## config.mk

```make
export PLATFORM = sky130hd
export DESIGN_NAME = lif_neuron_ctrl
export DESIGN_NICKNAME = d
export VERILOG_FILES = /design/src/rtl/lif_neuron_ctrl.sv
export SDC_FILE = /design/constraint.sdc
export NUM_CORES = 1
export LEC_CHECK = 0
export CELL_PAD_IN_SITES_DETAIL_PLACEMENT = 1
export CELL_PAD_IN_SITES_GLOBAL_PLACEMENT = 2
export CORE_MARGIN = 8
export CORE_UTILIZATION = 28
export CTS_BUF_LIST = sky130_fd_sc_hd__clkbuf_8
export DETAILED_ROUTE_END_ITERATION = 12
export PLACE_DENSITY = 0.93
export SKIP_CTS_REPAIR_TIMING = 1
export SLEW_MARGIN = 20
export SYNTH_ARGS = -nofsm -noshare
export SYNTH_HDL_FRONTEND = slang
export SYNTH_SLANG_ARGS = --single-unit
export TNS_END_PERCENT = 5
```

## constraint.sdc

```tcl
create_clock -name clk -period 3.65 [get_ports clk]
set_input_delay 0.9125 -clock clk [delete_from_list [all_inputs] [get_ports clk]]
set_output_delay 0.9125 -clock clk [all_outputs]
set_load 0.05 [all_outputs]
```

## src/rtl/lif_neuron_ctrl.sv

```systemverilog
// Sequencer for one LIF accumulator: round-robin synaptic adds, periodic leak, fire and refractory.
// Optional build macro LIF_CTRL_STATS_EN adds saturating spike and dropped-add counters.
module lif_neuron_ctrl #(
    parameter int WIDTH       = 8,
    parameter int N_SYN       = 4,
    parameter int LEAK_PERIOD = 16,
    parameter int REFRAC_CYC  = 4
) (
    input  logic                   clk,
    input  logic                   rst_n,
    input  logic [N_SYN-1:0]       i_syn_req,
    input  logic [N_SYN*WIDTH-1:0] i_syn_weight,
    output logic [N_SYN-1:0]       o_syn_ack,
    input  logic [WIDTH-1:0]       i_leak_amt,
    input  logic                   i_thresh_hit,
    output logic                   o_add_en,
    output logic [WIDTH-1:0]       o_add,
    output logic                   o_sub_en,
    output logic [WIDTH-1:0]       o_sub,
    output logic                   o_load_reset,
    output logic                   o_spike_out,
    output logic                   o_refrac
`ifdef LIF_CTRL_STATS_EN
    ,
    output logic [15:0]            o_spike_count,
    output logic [15:0]            o_drop_count
`endif
);

    localparam int PTR_W  = $clog2(N_SYN);
    localparam int LEAK_W = $clog2(LEAK_PERIOD);
    localparam int RC_W   = (REFRAC_CYC > 1) ? $clog2(REFRAC_CYC) : 1;
    localparam logic [RC_W-1:0]   RC_INIT   = (REFRAC_CYC > 0) ? RC_W'(REFRAC_CYC - 1) : '0;
    localparam logic [LEAK_W-1:0] LEAK_LAST = LEAK_W'(LEAK_PERIOD - 1);
    localparam logic [PTR_W-1:0]  PTR_LAST  = PTR_W'(N_SYN - 1);

    typedef enum logic [1:0] {
        S_RUN    = 2'd0,
        S_FIRE   = 2'd1,
        S_REFRAC = 2'd2
    } state_t;

    state_t             r_state;
    logic [PTR_W-1:0]   r_rr_ptr;
    logic [LEAK_W-1:0]  r_leak_cnt;
    logic               r_leak_pend;
    logic [RC_W-1:0]    r_refrac_cnt;

    logic [N_SYN-1:0]   w_elig;
    logic               w_found;
    logic [PTR_W-1:0]   w_winner;
    logic [PTR_W-1:0]   w_next_ptr;
    logic [WIDTH-1:0]   w_win_weight;
    logic               w_wrap;
    logic               w_fire_now;

    function automatic logic [N_SYN-1:0] onehot(input logic [PTR_W-1:0] idx);
        logic [N_SYN-1:0] v;
        v = '0;
        v[idx] = 1'b1;
        return v;
    endfunction

    // Requests already acked last cycle are masked so a held request is not granted twice.
    assign w_elig       = i_syn_req & ~o_syn_ack;
    assign w_wrap       = (r_leak_cnt == LEAK_LAST);
    assign w_fire_now   = (r_state == S_RUN) && i_thresh_hit;
    assign w_next_ptr   = (w_winner == PTR_LAST) ? '0 : w_winner + 1'b1;
    assign w_win_weight = i_syn_weight[int'(w_winner)*WIDTH +: WIDTH];

    always_comb begin
        w_found  = 1'b0;
        w_winner = '0;
        for (int k = 0; k < N_SYN; k++) begin
            if (!w_found && w_elig[(int'(r_rr_ptr) + k) % N_SYN]) begin
                w_found  = 1'b1;
                w_winner = PTR_W'((int'(r_rr_ptr) + k) % N_SYN);
            end
        end
    end

    always_ff @(posedge clk) begin
        if (!rst_n) begin
            r_state      <= S_RUN;
            r_rr_ptr     <= '0;
            r_leak_cnt   <= '0;
            r_leak_pend  <= 1'b0;
            r_refrac_cnt <= '0;
            o_syn_ack    <= '0;
            o_add_en     <= 1'b0;
            o_add        <= '0;
            o_sub_en     <= 1'b0;
            o_sub        <= '0;
            o_load_reset <= 1'b0;
            o_spike_out  <= 1'b0;
            o_refrac     <= 1'b0;
        end else begin
            r_leak_cnt   <= w_wrap ? '0 : r_leak_cnt + 1'b1;
            o_syn_ack    <= '0;
            o_add_en     <= 1'b0;
            o_sub_en     <= 1'b0;
            o_load_reset <= 1'b0;
            o_spike_out  <= 1'b0;
            case (r_state)
                S_RUN: begin
                    if (i_thresh_hit) begin
                        // A leak wrapping in this same cycle is discarded: the reload supersedes it.
                        r_state      <= S_FIRE;
                        o_load_reset <= 1'b1;
                        o_spike_out  <= 1'b1;
                        r_leak_pend  <= 1'b0;
                    end else if (r_leak_pend) begin
                        o_sub_en    <= 1'b1;
                        o_sub       <= i_leak_amt;
                        r_leak_pend <= w_wrap;
                    end else begin
                        r_leak_pend <= w_wrap;
                        if (w_found) begin
                            o_add_en  <= 1'b1;
                            o_add     <= w_win_weight;
                            o_syn_ack <= onehot(w_winner);
                            r_rr_ptr  <= w_next_ptr;
                        end
                    end
                end
                S_FIRE: begin
                    r_leak_pend <= w_wrap;
                    if (REFRAC_CYC > 0) begin
                        r_state      <= S_REFRAC;
                        r_refrac_cnt <= RC_INIT;
                        o_refrac     <= 1'b1;
                    end else begin
                        r_state <= S_RUN;
                    end
                end
                S_REFRAC: begin
                    r_leak_pend <= r_leak_pend | w_wrap;
                    if (r_refrac_cnt == '0) begin
                        r_state  <= S_RUN;
                        o_refrac <= 1'b0;
                    end else begin
                        r_refrac_cnt <= r_refrac_cnt - 1'b1;
                    end
                end
                default: begin
                    r_state <= S_RUN;
                end
            endcase
        end
    end

`ifdef LIF_CTRL_STATS_EN
    function automatic logic [15:0] sat_inc16(input logic [15:0] v);
        return (v == 16'hFFFF) ? v : v + 16'd1;
    endfunction

    // An add still on the bus when the fire decision is made is wiped by the reload.
    always_ff @(posedge clk) begin
        if (!rst_n) begin
            o_spike_count <= '0;
            o_drop_count  <= '0;
        end else if (w_fire_now) begin
            o_spike_count <= sat_inc16(o_spike_count);
            if (o_add_en) begin
                o_drop_count <= sat_inc16(o_drop_count);
            end
        end
    end
`else
    logic w_unused_fire;
    assign w_unused_fire = w_fire_now;
`endif

endmodule

```

# --- Yosys cells after proc, flatten, opt, wreduce, memory -nomap -nowiden ---
# Cells that the tools add are included.
word_totals:
  regBits: 35
  output_inout_bits: 25
  input_bits: 47
  elab_cells: 101
op_classes:
  eq_ne: 7
  shifts: 1
  n_bitwise: 11
  n_mux: 34
  order_cmp: 6
  n_reduce_logical: 24
  add_sub_neg: 6
op_table:
  columns: ["cell", "count"]
  rows:
  - ["32-bit by 6-bit variable part select with 8-bit output", 1]
  - ["1-bit 2-to-1 mux", 17]
  - ["2-bit 2-to-1 mux", 8]
  - ["3-bit by 4-bit < comparator with 1-bit output, second input constant", 3]
  - ["1-bit binary-select mux with 2-bit select", 4]
  - ["2-bit AND reduction", 4]
  - ["2-bit OR reduction", 4]
  - ["2-bit by 3-bit < comparator with 1-bit output, second input constant", 2]
  - ["2-bit != test, second input constant", 3]
  - ["2-bit one-hot mux with 3 select lines", 1]
  - ["1-bit NOT", 5]
  - ["5-bit OR reduction", 1]
  - ["2-bit by 1-bit adder with 2-bit output, second input constant", 2]
  - ["2-bit adder, second input constant", 2]
  - ["4-bit by 1-bit adder with 4-bit output, second input constant", 1]
  - ["4-bit AND", 1]
  - ["2-bit equality test, second input constant", 2]
  - ["4-bit equality test, second input constant", 1]
  - ["1-bit logical AND", 4]
  - ["2-bit zero test", 2]
  - ["4-bit NOT", 1]
  - ["2-bit one-hot mux with 2 select lines", 1]
  - ["4-bit AND reduction", 1]
  - ["4-bit OR reduction", 1]
  - ["other kinds (13)", 17]

# --- Depth between registers and ports, before layout ---
# Gate-level depths: netlist of run 1.
depth:
  ltp_word: 18
  depth_mapped: 8
  ltp_nobuf: 7

# --- Least setup slack after synthesis of run 1 ---
# No wires, ideal clock.
synth_timing:
  path_type: "input port to flip-flop"
  startpoint: "input port i_syn_req[0]"
  endpoint: "register o_add[6]"
  t_required_ns: 3.533
  path_stages: 5
  arrival_time_ns: 2.604
  setup_time_ns: 0.117
  path_slack_ns: 0.929
  path_buffers: 0
  cell_sequence: "and2b_2 -> a311o_2 -> a21oi_4 -> mux4_1 -> a22o_1"
synth_between:
  elab_chain_cells: 14
  elab_cells_between_ends: 28
  classes_between: "shift: 1; mux: 19; bitwise: 1; reduce/logical: 7"
synth_lines:
  columns: ["element", "line", "source"]
  rows:
  - ["start, declared", "11", "input logic [N_SYN-1:0] i_syn_req,"]
  - ["4-bit AND (*)", "65", "assign w_elig = i_syn_req & ~o_syn_ack;"]
  - ["1-bit binary-select mux with 2-bit select", "75", "if (!w_found && w_elig[(int'(r_rr_ptr) + k) % N_SYN]) begin"]
  - ["1-bit 2-to-1 mux (not written as such)", "75", null]
  - ["1-bit 2-to-1 mux", "75", null]
  - ["1-bit zero test", "75", null]
  - ["1-bit logical AND", "75", null]
  - ["1-bit 2-to-1 mux", "75", null]
  - ["1-bit zero test", "75", null]
  - ["1-bit logical AND", "75", null]
  - ["1-bit 2-to-1 mux", "75", null]
  - ["1-bit zero test", "75", null]
  - ["1-bit logical AND", "75", null]
  - ["2-bit 2-to-1 mux or 1-bit 2-to-1 mux (tied branches)", "75", null]
  - ["32-bit by 6-bit variable part select with 8-bit output or 4-bit AND reduction (tied branches)", null, null]
  - ["end signal, assigned", "120", "o_add <= w_win_weight;"]
  - ["end, declared", "17", "output logic [WIDTH-1:0] o_add,"]
# Mark *: on every way between the ends. The rest lies on a longest branch, timed or not. The select of a mux whose other input is x is not followed.
# A chain may end at the register's enable or synchronous reset.

# --- Worst setup path after layout of run 1 ---
# Ends and elaborated chain as after synthesis.

==> results.sh, run 1 <==
export IMPL_power_switching_w=0.000345
export IMPL_synthAdderAreaFrac_pct=7.19
export IMPL_max_slew_margin_rel_pct=64.1
export IMPL_htreeDepth=2
export IMPL_synth_top_cell_by_area="dfxtp_1"
export IMPL_grt_overflow_total=0
export IMPL_grt_usage_pct=11.6
export IMPL_cts_max_path_buffers=2
export IMPL_ys_types=37
export IMPL_p_int_w=0.000715
export IMPL_startpoint_type="input port"
export IMPL_path_clk_slew_ns=0.08
export IMPL_synth_compound_area_share_pct=17.0
export IMPL_yosysTopAreaCellShare_pct=40.3
export IMPL_synthXorXnorAreaFrac_pct=0.504
export IMPL_grt_pass1_wl_mm=8.09
export IMPL_power_total_w=0.00106
export IMPL_maxSlewViolCount=0
export IMPL_clock_root_buffer="clkbuf_8"
export IMPL_drtPass1Iterations=4
export IMPL_synth_avg_cell_area_um2=10.4
export IMPL_num_io_pins=72
export IMPL_rsz0062_at_grt="no"
export IMPL_drcViolationCount=0
export IMPL_maxCapViolCount=0
export IMPL_wl_per_cell_um=15.7
export IMPL_finalSetupViolations=0
export IMPL_skew_ns=0.00887
export IMPL_timing_critical_path_to="o_add[6]$_SDFFE_PN0P_"
export IMPL_place_ws_ns=0.351
export IMPL_n_antenna_cell=0
export IMPL_comb_power_share_pct=32.8
export IMPL_syn_num_nets=224
export IMPL_worstHoldPathType="reg -> reg"
export IMPL_syn2layout_area_growth_pct=50.4
export IMPL_p_leak_nw=1.00
export IMPL_die_h_um=94.8
export IMPL_ys_ff_latch=35
export IMPL_met1_length_mm=1.99
export IMPL_synthTopCellsByCount="dfxtp_1 (35), a21oi_1 (16), nand2_1 (13), nor2_1 (13), ha_1 (10)"
export IMPL_routed_top_layer="met4"
export IMPL_async_reset_ff_share_pct=0
export IMPL_drive_gt1_share_pct=9.05
export IMPL_fin_cells=318
export IMPL_critical_path_class="in -> reg"
export IMPL_synth_cells=167
export IMPL_synth_area_mm2=0.00174
export IMPL_start_util_pct=29.2
export IMPL_wl_met2_mm=2.40
export IMPL_cp_arrival_ns=3.16
export IMPL_grt_antenna_before_repair=0
export IMPL_reg2regPathDepth=5
export IMPL_dp_cells=310
export IMPL_r2r_start="o_syn_ack[0]$_SDFF_PP0_"
export IMPL_via_count=1512
export IMPL_outcome="complete, no violations"
export IMPL_layout_setup_ws_ns=0.674
export IMPL_max_freq_ghz=0.336
export IMPL_cts_tree="built"
export IMPL_nets=299
export IMPL_synth_most_common_cell="dfxtp_1"
export IMPL_fp_dieW_um=94.8
export IMPL_synthTopCellsByArea="dfxtp_1 (40%), mux4_1 (12%), ha_1 (7.2%)"
export IMPL_required_ns=3.83
export IMPL_synth_edf_count=0
export IMPL_hold_violations=0
export IMPL_grt_pass1_vias=1754
export IMPL_layout_min_cycle_time_ns=2.98
export IMPL_setup_tns_ns=0
export IMPL_vias_per_cell=4.75
export IMPL_fin_hold_ws_ns=0.460
export IMPL_critPathMaxFanout=11
export IMPL_hold_path_cell_count=2
export IMPL_clkLatencyLatePin_ns=0.29
export IMPL_ys_flop_type="dfxtp_1"
export IMPL_final_antenna_net_count=0
export IMPL_startpoint="i_syn_req[0]"
export IMPL_synth_top_family_by_area="simple AND/OR/NAND/NOR gates"
export IMPL_dieArea_mm2=0.00899
export IMPL_drt_total_wl_mm=5.00
export IMPL_cts_buffers=5
export IMPL_numClockSinks=35
export IMPL_fill_cells=692
export IMPL_synthMuxAreaShare_pct=12.7
export IMPL_rows=28
export IMPL_grt_max_degree=19
export IMPL_worstReg2RegEnd="o_add[6]$_SDFFE_PN0P_"
export IMPL_wl_met3_um=573
export IMPL_place_congestion=0.741
export IMPL_synth_simple_gate_area_share_pct=17.7
export IMPL_power_share_sequential_pct=41.2
export IMPL_power_share_switching_pct=32.6
export IMPL_yosysWarnings=0
export IMPL_dpl_hpwl_mm=4.07
export IMPL_clkPwrFrac_pct=26.0
export IMPL_powerDensity_mw_per_mm2=405
export IMPL_irDropWorstVdd_uv=158
export IMPL_r2r_setup_slack_ns=1.30
export IMPL_worst_pin_slew_ns=0.536
export IMPL_portBuffers=71
export IMPL_end_kind="flop"
export IMPL_drt_first_iter_violations=11
export IMPL_yosysSeqAreaShare_pct=40.3
export IMPL_final_min_period_over_clock_period_pct=81.5
export IMPL_core_mm2=0.00596
==> worst max-delay path, stage by stage <==
cell and delay, ns:
clkdlybuf4s50_1 0.41, and2b_2 0.23, a311o_2 0.41, a21oi_4 0.35
mux4_1 0.61, a22o_1 0.24
==> power by group through the flow <==
stage	Sequential [W]	Combinational (W)	Clock, W
final	0.000436	0.000348	0.000276
after global placement	0.000444	0.000345	0
after floorplan	0.000499	0.000170	0
after detailed placement	0.000445	0.000354	0
after global routing	0.000440	0.000376	0.000304
after CTS	0.000436	0.000355	0.000288
==> cell type report <==
cell class	count	area, um2	share of cell area [%]
Timing Repair Buffer	75	741	28.3
Multi-Input combinational cell	115	957	36.6
Tap cell	75	93.8	3.59
Clock inverter	3	16.3	0.622
Clock buffer	5	68.8	2.63
Sequential cell	35	701	26.8
Inverter	10	37.5	1.44
==> kinds of logic after synthesis <==
family | after synthesis
adders and majority gates | 10
and+or+nand+nor | 56
xor gates and xnor gates | 1
DFF | 35
muxes | 9
buffers and inverters | 17
AOI/OAI and AO/OA | 39
==> layer usage <==
layer	track usage, %	up-vias
met3	7.06	2
li1	-	750
met2	19.5	59
met1	11.6	701
met5	0	-
met4	4.29	0
==> through the flow <==
step / cell area (um2) / util (%)
final: 2620 / 43.9
after global routing: 2620 / 43.9
after CTS: 2620 / 43.9
after detailed placement: 2530 / 42.5
after global placement: 2530 / 42.5
after floorplan: 1740 / -
==> registers in the layout, indices dropped and copies added, names as in the netlist <==
name,count
o_spike_out,1
o_add,8
o_refrac,1
r_leak_pend,1
r_leak_cnt,4
r_refrac_cnt,2
o_sub,8
r_rr_ptr,2
o_syn_ack,4
o_sub_en,1
r_state,2
o_add_en,1
==> placed cells by master, fill, tap and decap left out, drive strengths merged, types with 2 or more instances in the layout <==
master | synthesis | final
clkdlybuf4s50 | 0 | 71
clkbuf | 4 | 5
nand2 | 13 | 13
and2b | 2 | 2
clkinv | 1 | 2
a21oi | 17 | 17
dfxtp | 35 | 35
nand3 | 9 | 9
nor2 | 13 | 13
o21ai | 5 | 5
buf | 2 | 4
a22o | 8 | 8
nor2b | 5 | 5
a211oi | 3 | 3
inv | 9 | 10
and3 | 2 | 2
and2 | 5 | 5
or2b | 2 | 2
nand2b | 2 | 2
ha | 10 | 10
mux4 | 8 | 8
==> worst min path at each step <==
stage | from | endpoint
6_report | o_sub[1]$_SDFFE_PN0P_ | o_sub[1]$_SDFFE_PN0P_
5_1_grt | o_sub[5]$_SDFFE_PN0P_ | o_sub[5]$_SDFFE_PN0P_
4_1_cts | o_sub[1]$_SDFFE_PN0P_ | o_sub[1]$_SDFFE_PN0P_
3_5_place_dp | o_sub[1]$_SDFFE_PN0P_ | o_sub[1]$_SDFFE_PN0P_
3_3_place_gp | o_sub[7]$_SDFFE_PN0P_ | o_sub[7]$_SDFFE_PN0P_
2_1_floorplan | r_leak_cnt[0]$_SDFF_PP0_ | r_leak_cnt[0]$_SDFF_PP0_
(Power assumes the default switching activity.)
==> inputs of run 2 (changes only) <==
--- a/config.mk
+++ b/config.mk
@@ -8,10 +8,10 @@
 export CELL_PAD_IN_SITES_DETAIL_PLACEMENT = 1
 export CELL_PAD_IN_SITES_GLOBAL_PLACEMENT = 2
 export CORE_MARGIN = 8
-export CORE_UTILIZATION = 28
+export CORE_UTILIZATION = 23
 export CTS_BUF_LIST = sky130_fd_sc_hd__clkbuf_8
 export DETAILED_ROUTE_END_ITERATION = 12
-export PLACE_DENSITY = 0.93
+export PLACE_DENSITY = 0.83
 export SKIP_CTS_REPAIR_TIMING = 1
 export SLEW_MARGIN = 20
 export SYNTH_ARGS = -nofsm -noshare
==> constraint.sdc (replaced) <==
create_clock -name clk -period 2.5 [get_ports clk]
set_input_delay 0.625 -clock clk [delete_from_list [all_inputs] [get_ports clk]]
set_output_delay 0.625 -clock clk [all_outputs]
set_load 0.05 [all_outputs]
==> results.sh, run 2 (same netlist as run 1, synthesis figures left out) <==
export IMPL_maxSlewViolCount=0
export IMPL_critical_path_max_stage_delay_ns=0.49
export IMPL_skew_ns=0.00603
export IMPL_post_route_util_pct=38.2
export IMPL_dpl_hpwl_mm=4.08
export IMPL_n_antenna_cell=0
export IMPL_grt_pass1_vias=1739
export IMPL_fill_cells=854
export IMPL_rsz0062_at_grt="no"
export IMPL_worstHoldPathType="reg -> reg"
export IMPL_grt_pass1_wl_mm=8.45
export IMPL_max_freq_ghz=0.434
export IMPL_seqCellArea_um2=702
export IMPL_cp_slowest_cell="clkdlybuf4s50_1"
export IMPL_required_ns=2.68
export IMPL_vias_per_cell=4.50
export IMPL_end_kind="flop"
export IMPL_grt_overflow_total=0
export IMPL_fin_hold_ws_ns=0.454
export IMPL_setup_tns_ns=0
export IMPL_cts_max_path_buffers=2
export IMPL_reg_largest_list="o_add: 8 flops, o_sub: 8 flops"
export IMPL_layout_min_cycle_time_ns=2.30
export IMPL_cts_tree="built"
export IMPL_portBuffers=71
export IMPL_multi_input_area_um2=950
export IMPL_grt_antenna_before_repair=0
export IMPL_final_min_period_over_clock_period_pct=92.2
export IMPL_maxCapViolCount=0
export IMPL_wl_per_cell_um=14.5
export IMPL_startpoint_type="input port"
export IMPL_cts_buffers=5
export IMPL_finalSetupViolations=0
export IMPL_hold_violations=0
export IMPL_num_io_pins=72
export IMPL_clkLatencyLatePin_ns=0.29
export IMPL_grt_usage_pct=10.3
export IMPL_drtPass1Iterations=2
export IMPL_irDropWorstVdd_uv=212
export IMPL_final_common_cell="clkdlybuf4s50_1"
export IMPL_worst_pin_slew_ns=0.536
export IMPL_nets=311
export IMPL_dieArea_mm2=0.0106
export IMPL_powerDensity_mw_per_mm2=624
export IMPL_fp_dieW_um=103
export IMPL_path_cells="clkdlybuf4s50_1 -> or2b_1 -> a21oi_4 -> buf_12 -> buf_8 -> mux4_2 -> a22o_1"
export IMPL_via_count=1593
export IMPL_htreeDepth=2
export IMPL_critPathMaxFanout=7
export IMPL_layout_common_cells="clkdlybuf4s50_1 (68), dfxtp_1 (34), a21oi_1 (16)"
export IMPL_syn2layout_area_growth_pct=60.4
export IMPL_drive_gt1_share_pct=14.9
export IMPL_start_util_pct=23.9
export IMPL_grt_max_degree=19
export IMPL_max_slew_margin_rel_pct=64.1
export IMPL_die_h_um=103
export IMPL_numClockSinks=35
export IMPL_outcome="complete, no violations"
export IMPL_cp_arrival_ns=2.49
export IMPL_clock_root_buffer="clkbuf_8"
export IMPL_drcViolationCount=0
export IMPL_critical_path_class="in -> reg"
export IMPL_rows=31
export IMPL_p_leak_nw=1.10
export IMPL_path_clk_slew_ns=0.08
export IMPL_final_antenna_net_count=0
export IMPL_drt_first_iter_violations=38
export IMPL_place_congestion=0.733
export IMPL_core_mm2=0.00729
export IMPL_drt_total_wl_mm=5.12
run 2: cell type report:
cell class                 count  area share [%]
clock inverter                 2            1.26
inverter                      10            1.35
tap                           99            4.44
sequential                    35            25.2
multi-input combinational    115            34.1
clock buffer                   6            2.96
timing repair buffer          87            30.8
run 2: critical path, delay by kind of cell:
kind	cells	cell delay (ns)
simple gates	1	0.28
buf+inv	3	0.75
compound gates	2	0.33
mux	1	0.49
run 2: through the flow:
stage                     cell area [um2]  cells  total power [W]  worst slack [ns]
final                                2790    354          0.00174             0.195
after global routing                 2790    354          0.00184             0.106
after CTS                            2770    352          0.00175           -0.0459
after detailed placement             2650    344          0.00121            -0.356
after global placement               2650    344          0.00119            -0.324
after floorplan                      1740    167         0.000977            0.0666
run 2: layer usage:
layer  global-route usage (%)  vias to the layer above  routed length (um)
li1                         -                      775                   -
met1                     11.3                      752                2140
met2                     16.2                       59                2360
met3                     5.87                        7                 548
met4                     3.67                        0                  74
met5                        0                        -                   0
run 2: power breakdown:
group          switching (W)  total (W)  internal (W)
sequential         0.0000344   0.000636      0.000602
combinational       0.000273   0.000572      0.000299
clock               0.000210   0.000533      0.000323
run 2: final timing paths:
kind / from / to / slack, ns / cells after the start
setup reg to reg: r_rr_ptr[1]$_SDFFE_PN0P_ / o_add[7]$_SDFFE_PN0P_ / 0.33 / 7
hold / removal: o_sub[4]$_SDFFE_PN0P_ / o_sub[4]$_SDFFE_PN0P_ / 0.45 / 2
hold reg to reg: o_sub[4]$_SDFFE_PN0P_ / o_sub[4]$_SDFFE_PN0P_ / 0.45 / 2
setup / recovery: i_syn_req[1] / o_add[7]$_SDFFE_PN0P_ / 0.20 / 7
==> inputs of run 3 (changes only) <==
--- a/config.mk
+++ b/config.mk
@@ -10,6 +10,7 @@
 export CORE_MARGIN = 8
 export CORE_UTILIZATION = 23
 export CTS_BUF_LIST = sky130_fd_sc_hd__clkbuf_8
+export CTS_CLUSTER_DIAMETER = 120
 export DETAILED_ROUTE_END_ITERATION = 12
 export PLACE_DENSITY = 0.83
 export SKIP_CTS_REPAIR_TIMING = 1
==> results of run 3 <==
No change in the layout: final DEF, timing and power equal those of run 2.
